$ cat config.mk
export PLATFORM = sky130hd
export DESIGN_NAME = mmio_uart_tx
export DESIGN_NICKNAME = d
export VERILOG_FILES = /design/src/rtl/mmio_uart_tx.sv
export SDC_FILE = /design/constraint.sdc
export NUM_CORES = 1
export LEC_CHECK = 0
export CORE_MARGIN = 1
export CORE_UTILIZATION = 55
export CTS_CLUSTER_SIZE = 16
export DETAILED_ROUTE_END_ITERATION = 8
export PLACE_DENSITY = 0.86
export SLEW_MARGIN = 30
export SYNTH_ARGS = -nofsm -noshare
export SYNTH_HDL_FRONTEND = slang
export SYNTH_SLANG_ARGS = --single-unit
$ cat constraint.sdc
create_clock -name clk -period 7.93 [get_ports clk]
set_input_delay 1.1895 -clock clk [delete_from_list [all_inputs] [get_ports clk]]
set_output_delay 1.1895 -clock clk [all_outputs]
set_load 0.03 [all_outputs]
$ cat src/rtl/mmio_uart_tx.sv
// mmio_uart_tx: snoops core stores, queues TXDATA bytes in a FIFO and sends them 8N1, LSB first.
// Define UART_TX_PARITY_EN to insert an even-parity bit between the data and stop bits.
module mmio_uart_tx #(
    parameter int unsigned CLK_DIV    = 434,
    parameter int unsigned FIFO_DEPTH = 8,
    parameter logic [31:0] BASE_ADDR  = 32'h0000_0400
) (
    input  logic        clk,
    input  logic        rst,
    input  logic        MemWrite,
    input  logic [31:0] DataAdr,
    input  logic [31:0] WriteData,
    output logic [31:0] RdData,
    output logic        tx,
    output logic        busy
);
    localparam int unsigned   CW          = $clog2(CLK_DIV);
    localparam int unsigned   AW          = $clog2(FIFO_DEPTH);
    localparam logic [CW-1:0] CNT_MAX     = CW'(CLK_DIV - 1);
    localparam logic [AW:0]   DEPTH_CNT   = (AW+1)'(FIFO_DEPTH);
    localparam logic [29:0]   TXDATA_WORD = BASE_ADDR[31:2];
    localparam logic [29:0]   STATUS_WORD = BASE_ADDR[31:2] + 30'd1;

    typedef enum logic [2:0] {
        IDLE,
        START,
        DATA,
`ifdef UART_TX_PARITY_EN
        PARITY,
`endif
        STOP
    } state_t;

    state_t        state, state_next;
    logic [7:0]    mem [FIFO_DEPTH];
    logic [AW-1:0] wr_ptr, rd_ptr;
    logic [AW:0]   count, count_next;
    logic [29:0]   addr_word;
    logic          full, empty, push_req, push, pop, status_wr, ovf;
    logic [CW-1:0] cnt;
    logic [2:0]    bit_idx;
    logic [7:0]    shreg;
    logic          tick, tx_next;
    logic [3:0]    count_sat;
`ifdef UART_TX_PARITY_EN
    logic          par_bit;
`endif
    logic          unused_bits;

    assign unused_bits = ^{WriteData[31:8], DataAdr[1:0]};
    assign addr_word   = DataAdr[31:2];
    assign full        = (count == DEPTH_CNT);
    assign empty       = (count == '0);
    assign push_req    = MemWrite && (addr_word == TXDATA_WORD);
    assign push        = push_req && !full;
    assign status_wr   = MemWrite && (addr_word == STATUS_WORD);
    assign tick        = (cnt == '0);

    // Fullness is judged on the pre-edge count, so a push while full is lost even if a pop coincides.
    always_comb begin
        count_next = count;
        if (push && !pop)
            count_next = count + (AW+1)'(1);
        else if (pop && !push)
            count_next = count - (AW+1)'(1);
    end

    always_ff @(posedge clk or negedge rst) begin
        if (!rst) begin
            wr_ptr <= '0;
            rd_ptr <= '0;
            count  <= '0;
            ovf    <= 1'b0;
        end else begin
            if (push) wr_ptr <= wr_ptr + AW'(1);
            if (pop)  rd_ptr <= rd_ptr + AW'(1);
            count <= count_next;
            if (push_req && full)
                ovf <= 1'b1;
            else if (status_wr)
                ovf <= 1'b0;
        end
    end

    // NOTE: FIFO storage is not reset; pointers and count alone decide which entries are valid.
    always_ff @(posedge clk) begin
        if (push) mem[wr_ptr] <= WriteData[7:0];
    end

    always_ff @(posedge clk or negedge rst) begin
        if (!rst) state <= IDLE;
        else      state <= state_next;
    end

    // NOTE: every combinational output gets a default first so no path can infer a latch.
    always_comb begin
        state_next = state;
        unique case (state)
            IDLE:   if (!empty) state_next = START;
            START:  if (tick) state_next = DATA;
            DATA:   if (tick && bit_idx == 3'd7)
`ifdef UART_TX_PARITY_EN
                        state_next = PARITY;
            PARITY: if (tick) state_next = STOP;
`else
                        state_next = STOP;
`endif
            STOP:   if (tick) state_next = empty ? IDLE : START;
            default: state_next = IDLE;
        endcase
    end

    always_comb begin
        pop     = 1'b0;
        tx_next = tx;
        unique case (state)
            IDLE: if (!empty) begin
                pop     = 1'b1;
                tx_next = 1'b0;
            end
            START: if (tick) tx_next = shreg[0];
            DATA: if (tick) begin
`ifdef UART_TX_PARITY_EN
                if (bit_idx == 3'd7) tx_next = par_bit;
`else
                if (bit_idx == 3'd7) tx_next = 1'b1;
`endif
                else                 tx_next = shreg[1];
            end
`ifdef UART_TX_PARITY_EN
            PARITY: if (tick) tx_next = 1'b1;
`endif
            STOP: if (tick) begin
                pop     = !empty;
                tx_next = empty;
            end
            default: tx_next = 1'b1;
        endcase
    end

    // The baud counter reloads on every bit or state change, so bit lengths never drift.
    always_ff @(posedge clk or negedge rst) begin
        if (!rst) begin
            tx      <= 1'b1;
            busy    <= 1'b0;
            cnt     <= CNT_MAX;
            bit_idx <= '0;
            shreg   <= '0;
`ifdef UART_TX_PARITY_EN
            par_bit <= 1'b0;
`endif
        end else begin
            tx   <= tx_next;
            busy <= (state_next != IDLE) || (count_next != '0);
            if (pop || (state != IDLE && tick))
                cnt <= CNT_MAX;
            else if (state != IDLE)
                cnt <= cnt - CW'(1);
            if (pop) begin
                shreg   <= mem[rd_ptr];
                bit_idx <= '0;
`ifdef UART_TX_PARITY_EN
                par_bit <= ^mem[rd_ptr];
`endif
            end else if (state == DATA && tick) begin
                shreg   <= shreg >> 1;
                bit_idx <= bit_idx + 3'd1;
            end
        end
    end

    always_comb begin
        count_sat = (32'(count) > 32'd15) ? 4'd15 : 4'(count);
        RdData    = '0;
        if (addr_word == STATUS_WORD)
            RdData = {24'd0, count_sat, ovf, (state != IDLE), empty, full};
    end

endmodule
### Word level (Yosys, flattened, before mapping)

Memories as Yosys holds them, arrays and structs flattened.
Cells that the tools add are included.

| storage, ports and cells | value |
|---|---|
| register bits | 36 |
| RAM bits | 64 |
| bits of input ports | 67 |
| logic and storage cells | 81 |
| memories kept | 1 |

| cells by class | value |
|---|---|
| add/subtract/negate cells | 6 |
| equality and inequality tests | 11 |
| mux-type cells | 28 |
| reduce and logical (&&, ||, !) cells | 25 |

Memory list:

| name | depth | width | read ports | clocked after memory_dff | write ports | RTL line | RTL |
|---|---|---|---|---|---|---|---|
| mem | 8 | 8 | 1 | 0 | 1 | 35 | `logic [7:0] mem [FIFO_DEPTH];` |

Operators with widths:

| kind | count |
|---|---|
| $eq 30x9->1 const B | 2 |
| $mux 8 | 3 |
| $mux 3 | 6 |
| $mux 9 | 2 |
| $mux 1 | 12 |
| $pmux 3 s4 | 1 |
| $add 3x1->3 const B | 3 |
| $logic_and 1x1->1 | 9 |
| $logic_not 9->1 | 1 |
| $sub 9x1->9 const B | 1 |
| $mux 4 | 2 |
| $ne 2x2->1 const B | 4 |
| $eq 3x2->1 const B | 2 |
| $reduce_bool 2->1 | 3 |
| $reduce_bool 3->1 | 2 |
| $add 4x1->4 const B | 1 |
| $eq 4x4->1 const B | 1 |
| $logic_not 1->1 | 4 |
| $logic_not 4->1 | 1 |
| $pmux 1 s4 | 1 |
| $reduce_and 4->1 | 1 |
| $reduce_bool 4->1 | 1 |
| $sub 4x1->4 const B | 1 |
| $eq 3x1->1 const B | 1 |
| other kinds (4) | 5 |

### Logic depth before layout (Yosys ltp)

Gate-level depths: netlist of the first run.

| depth | value |
|---|---|
| depth after elaboration | 9 |
| depth in mapped cells | 9 |
| gate-level depth less buffers | 9 |

### Least setup slack after synthesis of the first run

Ideal clock, no wire load.

| timing | value |
|---|---|
| path type | input-to-output |
| from | input port DataAdr[19] |
| to | output port RdData[0] |
| arrival time | 2.718 ns |
| data required time | 6.740 ns |
| path slack | 4.022 ns |
| stages | 3 |
| buffers on the path | 0 |
| cell sequence | nor3_1 -> nand4_4 -> nor4_1 |

| on the way | value |
|---|---|
| cells in the longest elaborated chain, start to end | 2 |

RTL lines:

| item | RTL line | RTL |
|---|---|---|
| start: declaration | 11 | `input logic [31:0] DataAdr,` |
| $eq 30x9->1 | 175 | `if (addr_word == STATUS_WORD)` |
| $mux 8 | 175 |  |
| end: declaration | 13 | `output logic [31:0] RdData,` |

Every way passes these cells.

### Final worst setup path of the first run

| timing | value |
|---|---|
| from | input port DataAdr[13] |
| to | output port RdData[6] |

The elaborated chain is that of the path after synthesis.

==> results of run 1 <==
==> kinds of logic after synthesis <==
group / Yosys count
adder cells (fa/ha/maj): 8
XOR/XNOR: 13
AO/OA/AOI/OAI: 33
buffers and inverters: 40
other: 1
multiplexers: 28
flip-flops: 100
AND/OR/NAND/NOR: 102
==> routing by layer <==
layer  track usage  vias up  part of all wire
li1              -     1298                 -
met3       0.04207        9             0.031
met1        0.2531     1366              0.42
met4       0.06667        0             0.012
met5             0        -                 0
met2        0.3656       65              0.53
==> sequential cells by signal (all words and copies together) (netlist names) <==
| register | count |
|---|---|
| mem | 64 |
| shreg | 8 |
| tx | 1 |
| count | 4 |
| rd_ptr | 3 |
| bit_idx | 3 |
| state | 3 |
| ovf | 1 |
| wr_ptr | 3 |
| cnt | 9 |
| busy | 1 |
==> power by group through the flow <==
stage / Clock (mW) / Combinational [mW] / Sequential [mW]
2_1_floorplan: 0 / 0.291 / 0.667
3_3_place_gp: 0 / 0.302 / 0.725
3_5_place_dp: 0 / 0.316 / 0.731
4_1_cts: 0.323 / 0.317 / 0.719
5_1_grt: 0.344 / 0.345 / 0.730
6_report: 0.314 / 0.315 / 0.717
==> how the worst max path moves through the flow <==
stage                 from        end  cells past startpoint
4_1_cts        DataAdr[13]  RdData[6]                      6
6_report       DataAdr[13]  RdData[6]                      6
3_3_place_gp   DataAdr[13]  RdData[3]                      6
5_1_grt        DataAdr[13]  RdData[6]                      6
3_5_place_dp   DataAdr[13]  RdData[6]                      6
2_1_floorplan  DataAdr[19]  RdData[0]                      3
==> cells in the final DEF (no fill, tap or decap), types with 8 or more instances in the layout <==
cell type	n
nor3_1	10
clkbuf_8	9
ha_1	8
edfxtp_1	64
nand2_1	29
dfrtp_1	29
conb_1	25
nor2_1	19
clkdlybuf4s50_1	50
xnor2_1	9
mux2i_1	10
nor4_1	8
o21ai_0	9
mux4_2	16
==> per-stage QoR <==
stage               power [mW]  area [sq um]  hold slack, ns  std cells
floorplan               0.9582          4736          0.4728        349
global placement         1.027          5180          0.4869        471
detailed placement       1.046          5181          0.5008        471
CTS                      1.360          5373          0.5257        487
global route             1.419          5373          0.5422        487
finish                   1.345          5373          0.5247        487
==> final cells by class <==
| cell class | instances | area (sq um) |
|---|---|---|
| sequential | 100 | 2831 |
| fill | 566 | 2803 |
| multi-input combinational | 209 | 1680 |
| timing repair buffer | 53 | 523.0 |
| tap | 105 | 131.4 |
| clock buffer | 9 | 123.9 |
| clock inverter | 7 | 67.56 |
| inverter | 4 | 15.01 |
==> impl_metrics.toml, run 1 <==
[outcome]
status = "finished, final reports clean"

[detailed_routing]
initialDrtViolationCount = 122
drc = 0
vias_per_cell = 5.622
vias = 2738
totalWireLength_um = 8184
first_pass_iters = 4
wl_per_cell_um = 16.80
ant_nets = 0

[timing]
timing.final.ws_setup_ns = 3.319
setup_viol_count_final = 0
grt_setup_unrepaired = "false"
tightest_slew_ns = 0.9112
max_freq_mhz = 216.9
maxSlewHeadroom = 0.3913
setup_tns_ns = 0
timing_hold_violations_final = 0
period_minus_slack_ns = 4.611
period_share = 0.5815
finClkSkew_ns = 0.009450
maxSlewViolCount = 0

[global_routing]
grt_max_degree = 37
grt_pass1_vias = 2750
grt_pass1_wl_um = 13430
antenna_found_initial = 0
overflow = 0
grt_usage = 0.2066

[logic_synthesis]
synth_cell_types = 51
synthSimpleGateAreaFrac = 0.1330
yosysSeqAreaShare = 0.6092
synth_commonest_cells = "edfxtp_1, dfrtp_1, nand2_1"
yosysMostFrequentCell = "edfxtp_1"
synth_top_family_by_area = "simple AND/OR/NAND/NOR gates"
netlist_instances = 325
yosysWarnings = 0
synth_edf_count = 64
yosys_register_bits = 100
yosys-top-cells-area = "edfxtp_1, dfrtp_1, mux4_2"
async_flop_share = 0.3600
synth.avg_cell_area_sq_um = 14.29
synth_xor_area_frac = 0.02451
synth_largest_area_cell = "edfxtp_1"
yosys.area_share.adder = 0.02155
synth_compound_area_frac = 0.05521
syn_area_sq_um = 4646
muxShareOfSynthArea = 0.1040
synthFlopType = "edfxtp_1"
synth_top_area_share = 0.4137

[worst_setup_path]
required_ns = 6.74
critPathCaptureType = "output port"
startpoint_type = "primary input"
criticalPathCategory = "primary input to output port"
path_cells = "clkdlybuf4s50_1, nor4b_1, nand3_1, nor3_1, and2_1, clkdlybuf4s50_1"
worstPathArrival_ns = 3.42
critPathBufInv = 2
reg2reg_slack_ns = 4.70
cp_top_family = "simple AND/OR/NAND/NOR gates"
slowest_delay_ns = 0.67
cpMaxStageDelayCell = "clkdlybuf4s50_1"
rr_startpoint = "count[0]"
r2r-end = "busy"
path_max_fanout = 6
rr_worst_depth = 8
path_common_cell = "clkdlybuf4s50_1"

[clock_tree]
cts_max_path_buffers = 2
post_cts_resized = 0
hold_buffers = 0
clock_sinks = 100
cts_tree = "done"
cts_root_buf = "clkbuf_8"
cts-buffers-inserted = 9
clk_latency_ns = 0.36
clk_pin_slew_ns = 0.10
h-tree-depth = 3
cts_setup_buffers = 0

[power]
powerDensity_nw_per_um2 = 250.4
max-vdd-ir-drop_mv = 0.2004
seqPwrFrac = 0.533
leakage_nw = 1.953
netSwitchingPower_mw = 0.4291
p_clk_frac = 0.233
p_int_mw = 0.9160
pwr-share-comb = 0.234
swShare = 0.3190

[floorplan]
fp.dieW_um = 93.91
die_h_um = 93.91
core_sq_um = 8175
rows = 33
initial_core_util = 0.5683
die_area_sq_um = 8818
io_pins = 101

[worst_hold_path]
hp-start = "shreg[2]"
whs_path_depth = 1
hold_path_end = "shreg[2]"
hp-class = "flip-flop to flip-flop"

[place]
port_buffers = 50
post-place-ws_ns = 3.325
gp_congestion = 0.7616
post-dp-hpwl_um = 5720

[cells_and_area]
final_nets = 452
drive_gt1_frac = 0.1518
antenna_cells = 0
finish.utilization = 0.6572
syn_to_final_growth_pct = 15.65

[run]
max_cap_violations = 0
Power figures use the tool's default switching activity.
==> run 2: changes to the inputs <==
- CORE_UTILIZATION: 55 -> 51
- PLACE_DENSITY: 0.86 -> 0.8
- clock period: 7.93 -> 4.6 ns (I/O delays scaled with it)
==> run 2 against run 1 <==
Net effect: die area rose by 7.7%; combinational power is 71% higher; non-clock buffer count is 6 higher; setup slack got worse by 2.3 ns; largest cell class unchanged.
==> impl_metrics.toml, run 2 (same netlist as run 1, synthesis figures left out) <==
[outcome]
status = "finished, final reports clean"

[cells_and_area]
antenna_cells = 0
syn_to_final_growth_pct = 16.27
layout_common_cells = "edfxtp_1, clkdlybuf4s50_1, nand2_1, dfrtp_1, conb_1"
final_common_cell = "edfxtp_1"
final_nets = 458
regMostFlops = "mem"
fill_cells = 653
drive_gt1_frac = 0.1572
top_regs = "mem x64, cnt x9, shreg x8"
largest_register_ffs = 64

[global_routing]
grt_usage = 0.1821
grt_pass1_vias = 2720
overflow = 0
grt_max_degree = 37
antenna_found_initial = 0
grt_pass1_wl_um = 13480

[place]
post-dp-hpwl_um = 5523
port_buffers = 50
gp_congestion = 0.7222

[worst_setup_path]
slowest_delay_ns = 0.66
required_ns = 3.91
critPathBufInv = 2
worstPathArrival_ns = 2.86
path_max_fanout = 6
rr_startpoint = "count[1]"
rr_worst_depth = 9
reg2reg_slack_ns = 1.43
path_common_cell = "clkdlybuf4s50_1"
path_cells = "clkdlybuf4s50_1, nor4b_1, nand3_1, nor3_1, and2_1, clkdlybuf4s50_1"
criticalPathCategory = "primary input to output port"
critPathCaptureType = "output port"
cp_top_family = "simple AND/OR/NAND/NOR gates"
startpoint_type = "primary input"
cpMaxStageDelayCell = "clkdlybuf4s50_1"
r2r-end = "busy"

[clock_tree]
post_cts_resized = 0
cts_root_buf = "clkbuf_8"
h-tree-depth = 3
cts-buffers-inserted = 9
cts_tree = "done"
clock_sinks = 100
clk_pin_slew_ns = 0.10
cts_max_path_buffers = 2
hold_buffers = 0
cts_setup_buffers = 0
clk_latency_ns = 0.35

[detailed_routing]
ant_nets = 0
initialDrtViolationCount = 165
totalWireLength_um = 8008
vias = 2733
first_pass_iters = 4
wl_per_cell_um = 16.15
drc = 0
vias_per_cell = 5.510

[timing]
setup_tns_ns = 0
timing_hold_violations_final = 0
maxSlewHeadroom = 0.4559
tightest_slew_ns = 0.8162
maxSlewViolCount = 0
period_minus_slack_ns = 3.546
period_share = 0.7708
max_freq_mhz = 282.0
hold_ws_ns = 0.5151
finClkSkew_ns = 0.009813
grt_setup_unrepaired = "false"
setup_viol_count_final = 0

[power]
seqPwrFrac = 0.536
max-vdd-ir-drop_mv = 0.2612
p_int_mw = 1.579
pwr-share-comb = 0.233
powerDensity_nw_per_um2 = 426.9
netSwitchingPower_mw = 0.7272
leakage_nw = 1.978
swShare = 0.3154
p_clk_frac = 0.231

[floorplan]
die_h_um = 97.44
fp.dieW_um = 97.44
core_sq_um = 8763
initial_core_util = 0.5301
rows = 34
io_pins = 101
die_area_sq_um = 9495

[worst_hold_path]
hp-start = "shreg[5]"
whs_path_depth = 1
hp-class = "flip-flop to flip-flop"
hold_path_end = "shreg[4]"

[run]
max_cap_violations = 0
[run 2: cell count changes in the layout (fill, tap and decap cells not counted), sizes merged]
| cell | before | now |
|---|---|---|
| buf | 3 | 9 |
[run 2: per-layer routing]
layer  GRT usage  part of all wire  wire length [um]
met5           0                 0                 0
met3     0.03381             0.042               338
met1      0.2321              0.41              3320
met4     0.04525            0.0060                48
met2      0.3217              0.54              4300
[run 2: worst register-to-register path, cell delays in order, from the launching register on]
cell      delay (ns)
dfrtp_1         0.44
inv_1           0.10
ha_1            0.19
or3b_2          0.52
nand2_1         0.14
o41a_1          0.56
nand2_1         0.21
o2bb2a_4        0.25
xnor2_1         0.13
or4b_1          0.51
[run 2: power by group through the flow]
stage / Sequential [mW] / Combinational [mW] / Clock [mW]
after floorplan: 1.15 / 0.502 / 0
after global placement: 1.25 / 0.526 / 0
after detailed placement: 1.26 / 0.540 / 0
after CTS: 1.24 / 0.543 / 0.544
after global routing: 1.26 / 0.597 / 0.577
final: 1.24 / 0.538 / 0.532
[run 2: through the flow]
stage / worst slack (ns) / utilization / cells / power, mW / cell area (sq um)
after floorplan: 1.566 / - / 349 / 1.652 / 4736
after global placement: 1.089 / 0.5949 / 480 / 1.777 / 5214
after detailed placement: 1.008 / 0.5951 / 480 / 1.798 / 5215
after CTS: 1.016 / 0.6164 / 496 / 2.328 / 5401
after global routing: 0.8195 / 0.6164 / 496 / 2.437 / 5401
final: 1.054 / 0.6164 / 496 / 2.306 / 5401
[run 2: worst max path at each step]
stage,depth (start not counted),startpoint,end,slack [ns]
floorplan,5,DataAdr[19],mem[0][0],1.57
global placement,8,DataAdr[24],busy,1.09
detailed placement,8,DataAdr[24],busy,1.01
CTS,6,DataAdr[13],RdData[3],1.02
global route,6,DataAdr[10],RdData[6],0.82
finish,6,DataAdr[13],RdData[3],1.05
[run 2: cell type report]
| class | instances | area, sq um | area share |
|---|---|---|---|
| clock buffers | 9 | 123.9 | 0.02293 |
| flip-flops and latches | 100 | 2831 | 0.5242 |
| inverters | 4 | 15.01 | 0.002780 |
| well taps | 108 | 135.1 | 0.02502 |
| repair buffers | 59 | 568.0 | 0.1052 |
| multi-input cells | 209 | 1665 | 0.3083 |
| clock inverters | 7 | 62.56 | 0.01158 |
